===== src/rtl/uart_frame_parser.sv =====
// rtl/uart_frame_parser.sv - SOF/CMD/LEN/payload/CHK byte-frame parser behind a UART receiver.
// Optional inter-byte timeout enabled by defining UART_FRAME_TIMEOUT_EN.
module uart_frame_parser #(
  parameter int MAX_LEN     = 8,
  parameter int TIMEOUT_CYC = 100000
) (
  input  logic        clk,
  input  logic        rst,
  input  logic        rx_ready,
  input  logic [7:0]  rx_data,
  output logic        frame_valid,
  output logic [7:0]  cmd,
  output logic [3:0]  len,
  output logic [63:0] payload,
  output logic        err,
  output logic [1:0]  err_code
);

  localparam logic [7:0] SOF = 8'hAA;

  typedef enum logic [2:0] {
    IDLE    = 3'd0,
    GET_CMD = 3'd1,
    GET_LEN = 3'd2,
    GET_PAY = 3'd3,
    GET_CHK = 3'd4
  } state_t;

  state_t      state_q, state_d;
  logic        rdy_q;
  logic        accept;
  logic [7:0]  acc_q, acc_d;
  logic [2:0]  idx_q, idx_d;
  logic [7:0]  wcmd_q, wcmd_d;
  logic [3:0]  wlen_q, wlen_d;
  logic [63:0] wpay_q, wpay_d;
  logic        fv_q, fv_d;
  logic        err_q, err_d;
  logic [1:0]  code_q, code_d;
  logic [7:0]  cmd_q, cmd_d;
  logic [3:0]  len_q, len_d;
  logic [63:0] pay_q, pay_d;
  logic        timeout_hit;

  // Reset clears rdy_q, so a rx_ready already high at release is seen as an edge.
  assign accept = rx_ready & ~rdy_q;

`ifdef UART_FRAME_TIMEOUT_EN
  localparam int CW = $clog2(TIMEOUT_CYC + 1);
  logic [CW-1:0] tmo_q, tmo_d;

  assign timeout_hit = (state_q != IDLE) && (tmo_q == CW'(TIMEOUT_CYC));

  always_comb begin
    tmo_d = '0;
    if (state_q != IDLE && !accept && !timeout_hit) tmo_d = tmo_q + 1'b1;
  end

  always_ff @(posedge clk or negedge rst) begin
    if (!rst) tmo_q <= '0;
    else      tmo_q <= tmo_d;
  end
`else
  logic unused_timeout;
  assign unused_timeout = (TIMEOUT_CYC == 0);
  assign timeout_hit    = 1'b0;
`endif

  always_comb begin
    state_d = state_q;
    acc_d   = acc_q;
    idx_d   = idx_q;
    wcmd_d  = wcmd_q;
    wlen_d  = wlen_q;
    wpay_d  = wpay_q;
    fv_d    = 1'b0;
    err_d   = 1'b0;
    code_d  = code_q;
    cmd_d   = cmd_q;
    len_d   = len_q;
    pay_d   = pay_q;

    // A timeout wins over a byte arriving in the same cycle; that byte is dropped.
    if (timeout_hit) begin
      state_d = IDLE;
      err_d   = 1'b1;
      code_d  = 2'd3;
    end else if (accept) begin
      unique case (state_q)
        IDLE: begin
          if (rx_data == SOF) begin
            state_d = GET_CMD;
            wpay_d  = '0;
            acc_d   = '0;
            idx_d   = '0;
          end
        end
        GET_CMD: begin
          wcmd_d  = rx_data;
          acc_d   = rx_data;
          state_d = GET_LEN;
        end
        GET_LEN: begin
          if (rx_data > 8'(MAX_LEN)) begin
            state_d = IDLE;
            err_d   = 1'b1;
            code_d  = 2'd2;
          end else begin
            wlen_d  = rx_data[3:0];
            acc_d   = acc_q ^ rx_data;
            idx_d   = '0;
            state_d = (rx_data == 8'd0) ? GET_CHK : GET_PAY;
          end
        end
        GET_PAY: begin
          wpay_d[{idx_q, 3'b000} +: 8] = rx_data;
          acc_d = acc_q ^ rx_data;
          idx_d = idx_q + 3'd1;
          if ({1'b0, idx_q} == wlen_q - 4'd1) state_d = GET_CHK;
        end
        GET_CHK: begin
          state_d = IDLE;
          if (rx_data == acc_q) begin
            fv_d  = 1'b1;
            cmd_d = wcmd_q;
            len_d = wlen_q;
            pay_d = wpay_q;
          end else begin
            err_d  = 1'b1;
            code_d = 2'd1;
          end
        end
        default: state_d = IDLE;
      endcase
    end
  end

  always_ff @(posedge clk or negedge rst) begin
    if (!rst) begin
      state_q <= IDLE;
      rdy_q   <= 1'b0;
      acc_q   <= '0;
      idx_q   <= '0;
      wcmd_q  <= '0;
      wlen_q  <= '0;
      wpay_q  <= '0;
      fv_q    <= 1'b0;
      err_q   <= 1'b0;
      code_q  <= '0;
      cmd_q   <= '0;
      len_q   <= '0;
      pay_q   <= '0;
    end else begin
      state_q <= state_d;
      rdy_q   <= rx_ready;
      acc_q   <= acc_d;
      idx_q   <= idx_d;
      wcmd_q  <= wcmd_d;
      wlen_q  <= wlen_d;
      wpay_q  <= wpay_d;
      fv_q    <= fv_d;
      err_q   <= err_d;
      code_q  <= code_d;
      cmd_q   <= cmd_d;
      len_q   <= len_d;
      pay_q   <= pay_d;
    end
  end

  assign frame_valid = fv_q;
  assign err         = err_q;
  assign err_code    = code_q;
  assign cmd         = cmd_q;
  assign len         = len_q;
  assign payload     = pay_q;

endmodule


===== config.mk =====
export PLATFORM = sky130hd
export DESIGN_NAME = uart_frame_parser
export DESIGN_NICKNAME = d
export VERILOG_FILES = /design/src/rtl/uart_frame_parser.sv
export SDC_FILE = /design/constraint.sdc
export NUM_CORES = 1
export LEC_CHECK = 0
export CAP_MARGIN = 20
export CORE_UTILIZATION = 54
export CTS_CLUSTER_SIZE = 12
export DETAILED_ROUTE_END_ITERATION = 8
export PLACE_DENSITY = 0.89
export SYNTH_ARGS = -nofsm -noshare
export SYNTH_HDL_FRONTEND = slang
export SYNTH_SLANG_ARGS = --single-unit

===== constraint.sdc =====
create_clock -name clk -period 7 [get_ports clk]
set_input_delay 0.7 -clock clk [delete_from_list [all_inputs] [get_ports clk]]
set_output_delay 0.7 -clock clk [all_outputs]
set_load 0.01 [all_outputs]

==> summary.md, run 1 <==
| Metric | Value |
|---|---|
| Detailed Routing Iterations Pass 1 | 5 |
| Number of global-route vias before repair | 5018 |
| Mean cell area of the mapped netlist | 13.9 µm² |
| Total nets after synthesis | 547 |
| Most used routing layer | met2 |
| Number of clock sinks | 171 |
| 1st-iter DRT viols | 407 |
| Source-to-sink clock delay at the later pin of the worst-skew pair | 0.43 ns |
| Port buffer count | 90 |
| CP max stage cell | clkdlybuf4s50_1 |
| Vias | 4706 |
| Post-route DRC violation count | 0 |
| Max Clock Freq | 0.257 GHz |
| Overall fraction of global-route tracks in use | 24.3% |
| Most frequent cells in the layout | dfrtp_1 (171), clkdlybuf4s50_1 (89), mux2_2 (62) |
| Initial antenna violation count | 0 |
| #FFs+latches synth | 171 |
| DIE WIDTH | 118 µm |
| Layout Utilization | 66.0% |
| Max-cap violations | 0 |
| Clock Pin Slew Worst Setup and Hold Paths | 0.06 ns |
| Series of cell instances along the critical path | clkdlybuf4s50_1 -> xor2_1 -> nor4_1 -> nand2_1 -> nor2_4 -> buf_4 -> mux2_2 |
| Clock Root Buffer | clkbuf_16 |
| Starting density of the core | 55.3% |
| Status | finished, final reports clean |
| Critical Path Sink Type | flop |
| Final total power | 0.00253 W |
| Worst hold-check path type | primary input to async pin |
| Pin count of the biggest net entering global routing | 92 |
| Synthesized cell area | 0.00733 mm² |
| Unrepaired setup endpoints after global routing | no |
| Met2 Resource Use GR | 39.6% |
| Number of non-filler instances in the completed layout | 791 |
| Met3 GRT Util | 6.37% |
| Crit path setup slack, layout | 3.12 ns |
| Post-CTS Setup Bufs | 0 |
| Total routed wirelength | 15700 µm |
| Critical path peak fanout | 40 |
| Met1 routing resource usage after global routing | 31.8% |
| Layout cell share with drive strength beyond 1 | 18.4% |
| Final hold viol count | 0 |
| Final Max Slew Viols | 0 |
| Fillers | 976 |
| Die outline area | 0.0140 mm² |
| Maximum buffer depth of the clock tree | 2 |
| DRT antenna net count | 0 |
| Ratio of final minimum period to clock period | 55.5% |
| Post-synth cell types | 49 |
| Kind of start point of the critical path | primary input |
| RePlAce Congestion | 0.886 |
| Chip height | 118 µm |
| Core area | 0.0132 mm² |
| Number of nets in the final layout | 627 |
| Congestion Overflow GR | 0 |
| Post-synth EDFFs | 0 |
| Total I/O pin count | 91 |
| Worst-case headroom to the max-slew limit | 30.4% |
| Commonest non-fill, non-tap cell in the layout | dfrtp_1 |
| Pwr/cell area | 289 mW/mm² |
| Vias per std cell | 5.95 |
| Antenna fix cells | 0 |
| PostCTS Resize Cnt | 0 |
| Fraction of synthesis flops using an asynchronous set or reset pin | 100% |
| Peak supply drop | 186 µV |
| FP Rows | 42 |
| Area of combinational cells with multiple inputs | 0.00273 mm² |
| Portion of the post-synthesis area used by sequential elements | 58.4% |
| Least-Margin Pin Slew | 1.04 ns |
| Routed len/inst | 19.8 µm |
| First-pass GRT wire length | 26200 µm |
| H-tree levels | 4 |
| Crit Path Category | primary input to flop |
| Area overhead of the layout relative to synthesis | 19.3% |
| Static Leak | 4.00 nW |
| Worst path max stage delay | 0.85 ns |
| Sequential cell area | 0.00428 mm² |
| Clock tree from TritonCTS | done |
| Most used flip-flop cell after synthesis | dfrtp_1 |
| CTS Buf Count | 17 |
| Number of buffers inserted by hold repair at cts | 0 |
| TNS Setup | 0 ns |
| Setup clock skew after layout | 0.0129 ns |
| Gate count after technology mapping | 528 |
| Total half-perimeter wirelength after legalization and detailed placement | 10000 µm |
| Min cycle time layout | 3.88 ns |
| Worst setup slack after placement | 2.74 ns |
| Endpoints failing setup | 0 |
| Yosys warns | 0 |
| Arrival time at the worst endpoint | 4.19 ns |
| CP Data Required Time | 7.30 ns |
| Placed Cells incl. Taps | 764 |
[kinds of logic after synthesis]
group	after synthesis	share of synthesized area (%)
AOI/OAI and AO/OA	113	12.7
xor gates and xnor gates	13	1.55
adders and majority gates	8	1.37
buffers and inverters	39	4.44
DFF	171	58.4
muxes	91	14.0
and+or+nand+nor	93	7.53
[layout make-up]
cell class / count / share of cell area, %
Timing Repair Buffer: 94 / 10.9
Tap cell: 176 / 2.52
Clock inverter: 2 / 0.429
Clock buffer: 24 / 5.74
Sequential cell: 171 / 49.0
Inverter: 6 / 0.258
Multi-Input combinational cell: 318 / 31.2
[sequential cells by signal, summed over array words and instances (netlist names), 4 cells and up]
signal / flops
wpay_q: 64
cmd: 8
payload: 64
wlen_q: 4
len: 4
acc_q: 8
wcmd_q: 8
[worst paths after layout]
kind,end,cells past startpoint,slack (ns),from
setup / recovery,len[3]$_DFFE_PN0P_,7,3.12,rx_data[3]
hold reg to reg,payload[50]$_DFFE_PN0P_,1,0.49,payload[50]$_DFFE_PN0P_
hold / removal,err_code[1]$_DFFE_PN0P_,1,0.28,rst
setup reg to reg,len[3]$_DFFE_PN0P_,5,3.88,rdy_q$_DFF_PN0_
min in group clk,payload[50]$_DFFE_PN0P_,1,0.49,payload[50]$_DFFE_PN0P_
max in group asynchronous,payload[4]$_DFFE_PN0P_,3,5.40,rst
[worst max-delay path, delay by kind of cell]
kind | cells | cell delay (ns)
xor gates and xnor gates | 1 | 0.34
muxes | 1 | 0.39
buffers and inverters | 2 | 1.45
and+or+nand+nor | 3 | 1.27
[report_power, final]
part | switching [W] | internal [W]
logic | 0.000252 | 0.000195
registers | 0.000110 | 0.00110
clock network | 0.000346 | 0.000525
[synth_stat cells, types with 4 or more instances]
cell | instances | area [µm²]
a22o_1 | 54 | 473
mux2_2 | 62 | 698
inv_1 | 6 | 22.5
nor3_1 | 7 | 35.0
dfrtp_1 | 171 | 4280
clkbuf_8 | 10 | 138
buf_2 | 6 | 30.0
o31ai_1 | 4 | 30.0
mux2_1 | 29 | 327
a32o_1 | 8 | 80.1
nand3_1 | 6 | 30.0
nor4_1 | 4 | 25.0
o21ai_0 | 26 | 130
nand2_1 | 25 | 93.8
ha_1 | 8 | 100
nand2b_1 | 5 | 31.3
buf_6 | 8 | 90.1
xor2_1 | 10 | 87.6
nor2_1 | 18 | 67.6
o21ai_4 | 8 | 130
clkbuf_1 | 5 | 18.8
[per-stage QoR]
stage,hold WS [ns],area [µm²]
after floorplan,0.404,7330
after global placement,0.464,8170
after detailed placement,0.477,8170
after CTS,0.319,8710
after global routing,0.337,8740
final,0.277,8740
[per-layer routing]
| metal | up-vias | share of wire [%] |
|---|---|---|
| met5 | - | 0 |
| met4 | 0 | 1.2 |
| met3 | 23 | 5.1 |
| met2 | 154 | 51 |
| met1 | 2445 | 42 |
| li1 | 2084 | - |
Note: power is estimated with default switching activity, not from simulation.
==> run 2, diff against run 1 <==
==> constraint.sdc (replaced) <==
create_clock -name clk -period 3.6 [get_ports clk]
set_input_delay 0.36 -clock clk [delete_from_list [all_inputs] [get_ports clk]]
set_output_delay 0.36 -clock clk [all_outputs]
set_load 0.01 [all_outputs]
==> summary.md, run 2 (same netlist as run 1, synthesis figures left out) <==
| Metric | Value |
|---|---|
| FP Rows | 42 (unchanged) |
| Port buffer count | 90 (unchanged) |
| Most frequent cells in the layout | dfrtp_1 (171), clkdlybuf4s50_1 (89), mux2_2 (62) |
| Total routed wirelength | 15400 µm (-1.9%) |
| Static Leak | 4.03 nW (+0.82%) |
| Layout cell share with drive strength beyond 1 | 19.7% (+1.3 points) |
| Chip height | 118 µm (unchanged) |
| Status | finished with violations |
| Clock Pin Slew Worst Setup and Hold Paths | 0.06 ns (about the same) |
| Tightest hold margin | -0.00156 ns (-0.278 ns) |
| PostCTS Resize Cnt | 0 (unchanged) |
| Clock Root Buffer | clkbuf_16 |
| Ratio of final minimum period to clock period | 83.4% |
| Area overhead of the layout relative to synthesis | 20.1% |
| 1st-iter DRT viols | 360 (-12%) |
| Total half-perimeter wirelength after legalization and detailed placement | 10500 µm (+4.4%) |
| Max Clock Freq | 0.333 GHz |
| Critical path peak fanout | 17 (-57%) |
| Final hold viol count | 2 (+2) |
| Source-to-sink clock delay at the later pin of the worst-skew pair | 0.42 ns (about the same) |
| DIE WIDTH | 118 µm (unchanged) |
| Max-cap violations | 0 (unchanged) |
| Maximum buffer depth of the clock tree | 2 (unchanged) |
| Setup clock skew after layout | 0.00541 ns (-0.00744 ns) |
| DRT antenna net count | 0 (unchanged) |
| CP Data Required Time | 3.96 ns (-3.34 ns) |
| Die outline area | 0.0140 mm² (unchanged) |
| Placed Cells incl. Taps | 774 (+1.3%) |
| Clock tree from TritonCTS | done |
| Most numerous cell on the critical path | ha_1 |
| Overall fraction of global-route tracks in use | 23.3% (-1.0 points) |
| Pwr/cell area | 554 mW/mm² (+92%) |
| Post-route DRC violation count | 0 (unchanged) |
| Core area | 0.0132 mm² (unchanged) |
| Worst-case headroom to the max-slew limit | 43.5% (+13 points) |
| TNS Setup | 0 ns (unchanged) |
| H-tree levels | 4 (unchanged) |
| Kind of start point of the critical path | flop |
| Crit Path Category | flop to flop |
| Least-Margin Pin Slew | 0.841 ns (-0.201 ns) |
| Arrival time at the worst endpoint | 3.36 ns (-0.83 ns) |
| R2r setup slk | 0.60 ns (-3.28 ns) |
| Min cycle time layout | 3.00 ns |
| Violations in the final reports | negative hold slack |
| CP max stage cell | dfrtp_1 |
| Vias per std cell | 5.84 (-1.8%) |
| Initial antenna violation count | 0 (unchanged) |
| Series of cell instances along the critical path | inv_1 -> ha_1 -> ha_1 -> nand2b_1 -> or4_1 -> nor2_1 -> a22o_1 |
| Number of nets in the final layout | 636 (+1.4%) |
| Worst path max stage delay | 0.67 ns (-0.18 ns) |
| Vias | 4702 (-0.085%) |
| RePlAce Congestion | 0.919 (+3.7%) |
| Starting density of the core | 55.3% (unchanged) |
| Routed len/inst | 19.1 µm (-3.6%) |
| First-pass GRT wire length | 25200 µm (-4.0%) |
| Pin count of the biggest net entering global routing | 92 (unchanged) |
| Total I/O pin count | 91 (unchanged) |
| Number of clock sinks | 171 (unchanged) |
| Endpoints failing setup | 0 (unchanged) |
| Number of non-filler instances in the completed layout | 805 (+1.8%) |
| Commonest non-fill, non-tap cell in the layout | dfrtp_1 |
| Final Max Slew Viols | 0 (unchanged) |
| Unrepaired setup endpoints after global routing | no |
| CTS Buf Count | 17 (unchanged) |
| Antenna fix cells | 0 (unchanged) |
| Detailed Routing Iterations Pass 1 | 5 (unchanged) |
| Critical Path Sink Type | flop |
| Depth of the most critical reg-to-reg path | 7 (+2) |
| Number of buffers inserted by hold repair at cts | 0 (unchanged) |
| Post-CTS Setup Bufs | 0 (unchanged) |
| Peak supply drop | 354 µV (+90%) |
| Congestion Overflow GR | 0 (unchanged) |
| Number of global-route vias before repair | 4729 (-5.8%) |
| Worst hold-check path type | primary input to async pin |
-- run 2: changes by cell type in the layout (fill, tap and decap cells not counted) --
cell	previous run	this run
buf_12	0	1
buf_16	1	0
buf_4	3	12
clkbuf_1	2	5
clkbuf_8	5	2
clkinv_2	0	3
clkinvlp_4	1	3
-- run 2: critical path: cells and delay by family (launching register included) --
| kind | cells | cell delay, ns |
|---|---|---|
| flip-flops | 1 | 0.67 |
| AND/OR/NAND/NOR | 3 | 0.99 |
| AO/OA/AOI/OAI | 1 | 0.19 |
| buffers and inverters | 1 | 0.19 |
| adder cells (fa/ha/maj) | 2 | 0.90 |
-- run 2: report_power, final --
part           internal, W  switching, W
registers          0.00214      0.000206
logic             0.000380      0.000474
clock network     0.000980      0.000695
-- run 2: path summary, 6_finish.rpt --
| path | from | endpoint |
|---|---|---|
| max | idx_q[0]$_DFFE_PN0P_ | wpay_q[37]$_DFFE_PN0P_ |
| min | rst | acc_q[3]$_DFFE_PN0P_ |
| max reg2reg | idx_q[0]$_DFFE_PN0P_ | wpay_q[37]$_DFFE_PN0P_ |
| min reg2reg | payload[45]$_DFFE_PN0P_ | payload[45]$_DFFE_PN0P_ |
| max in group asynchronous | rst | wpay_q[7]$_DFFE_PN0P_ |
| min in group clk | rx_ready | rdy_q$_DFF_PN0_ |
-- run 2: layout make-up --
| cell class | instances | area, µm² |
|---|---|---|
| Fill cell | 961 | 4440 |
| Sequential cell | 171 | 4280 |
| Clock inverter | 7 | 67.6 |
| Inverter | 6 | 22.5 |
| Tap cell | 176 | 220 |
| Multi-Input combinational cell | 318 | 2730 |
| Timing Repair Buffer | 103 | 1010 |
| Clock buffer | 24 | 472 |
-- run 2: per-layer routing --
metal / up-vias / routed length (µm) / global-route usage [%]
li1: 2120 / - / -
met1: 2400 / 6820 / 31.2
met2: 148 / 7500 / 37.7
met3: 34 / 720 / 4.87
met4: 0 / 353 / 9.02
met5: - / 0 / 0
-- run 2: stage by stage --
stage          worst slack, ns  cell area [µm²]  power, W  utilization (%)
6_report                 0.599             8800   0.00488             66.5
3_5_place_dp             0.570             8260   0.00323             62.4
4_1_cts                  0.659             8800   0.00490             66.5
2_1_floorplan             1.16             7330   0.00301                -
5_1_grt                  0.434             8800   0.00509             66.5
3_3_place_gp             0.684             8260   0.00318             62.4
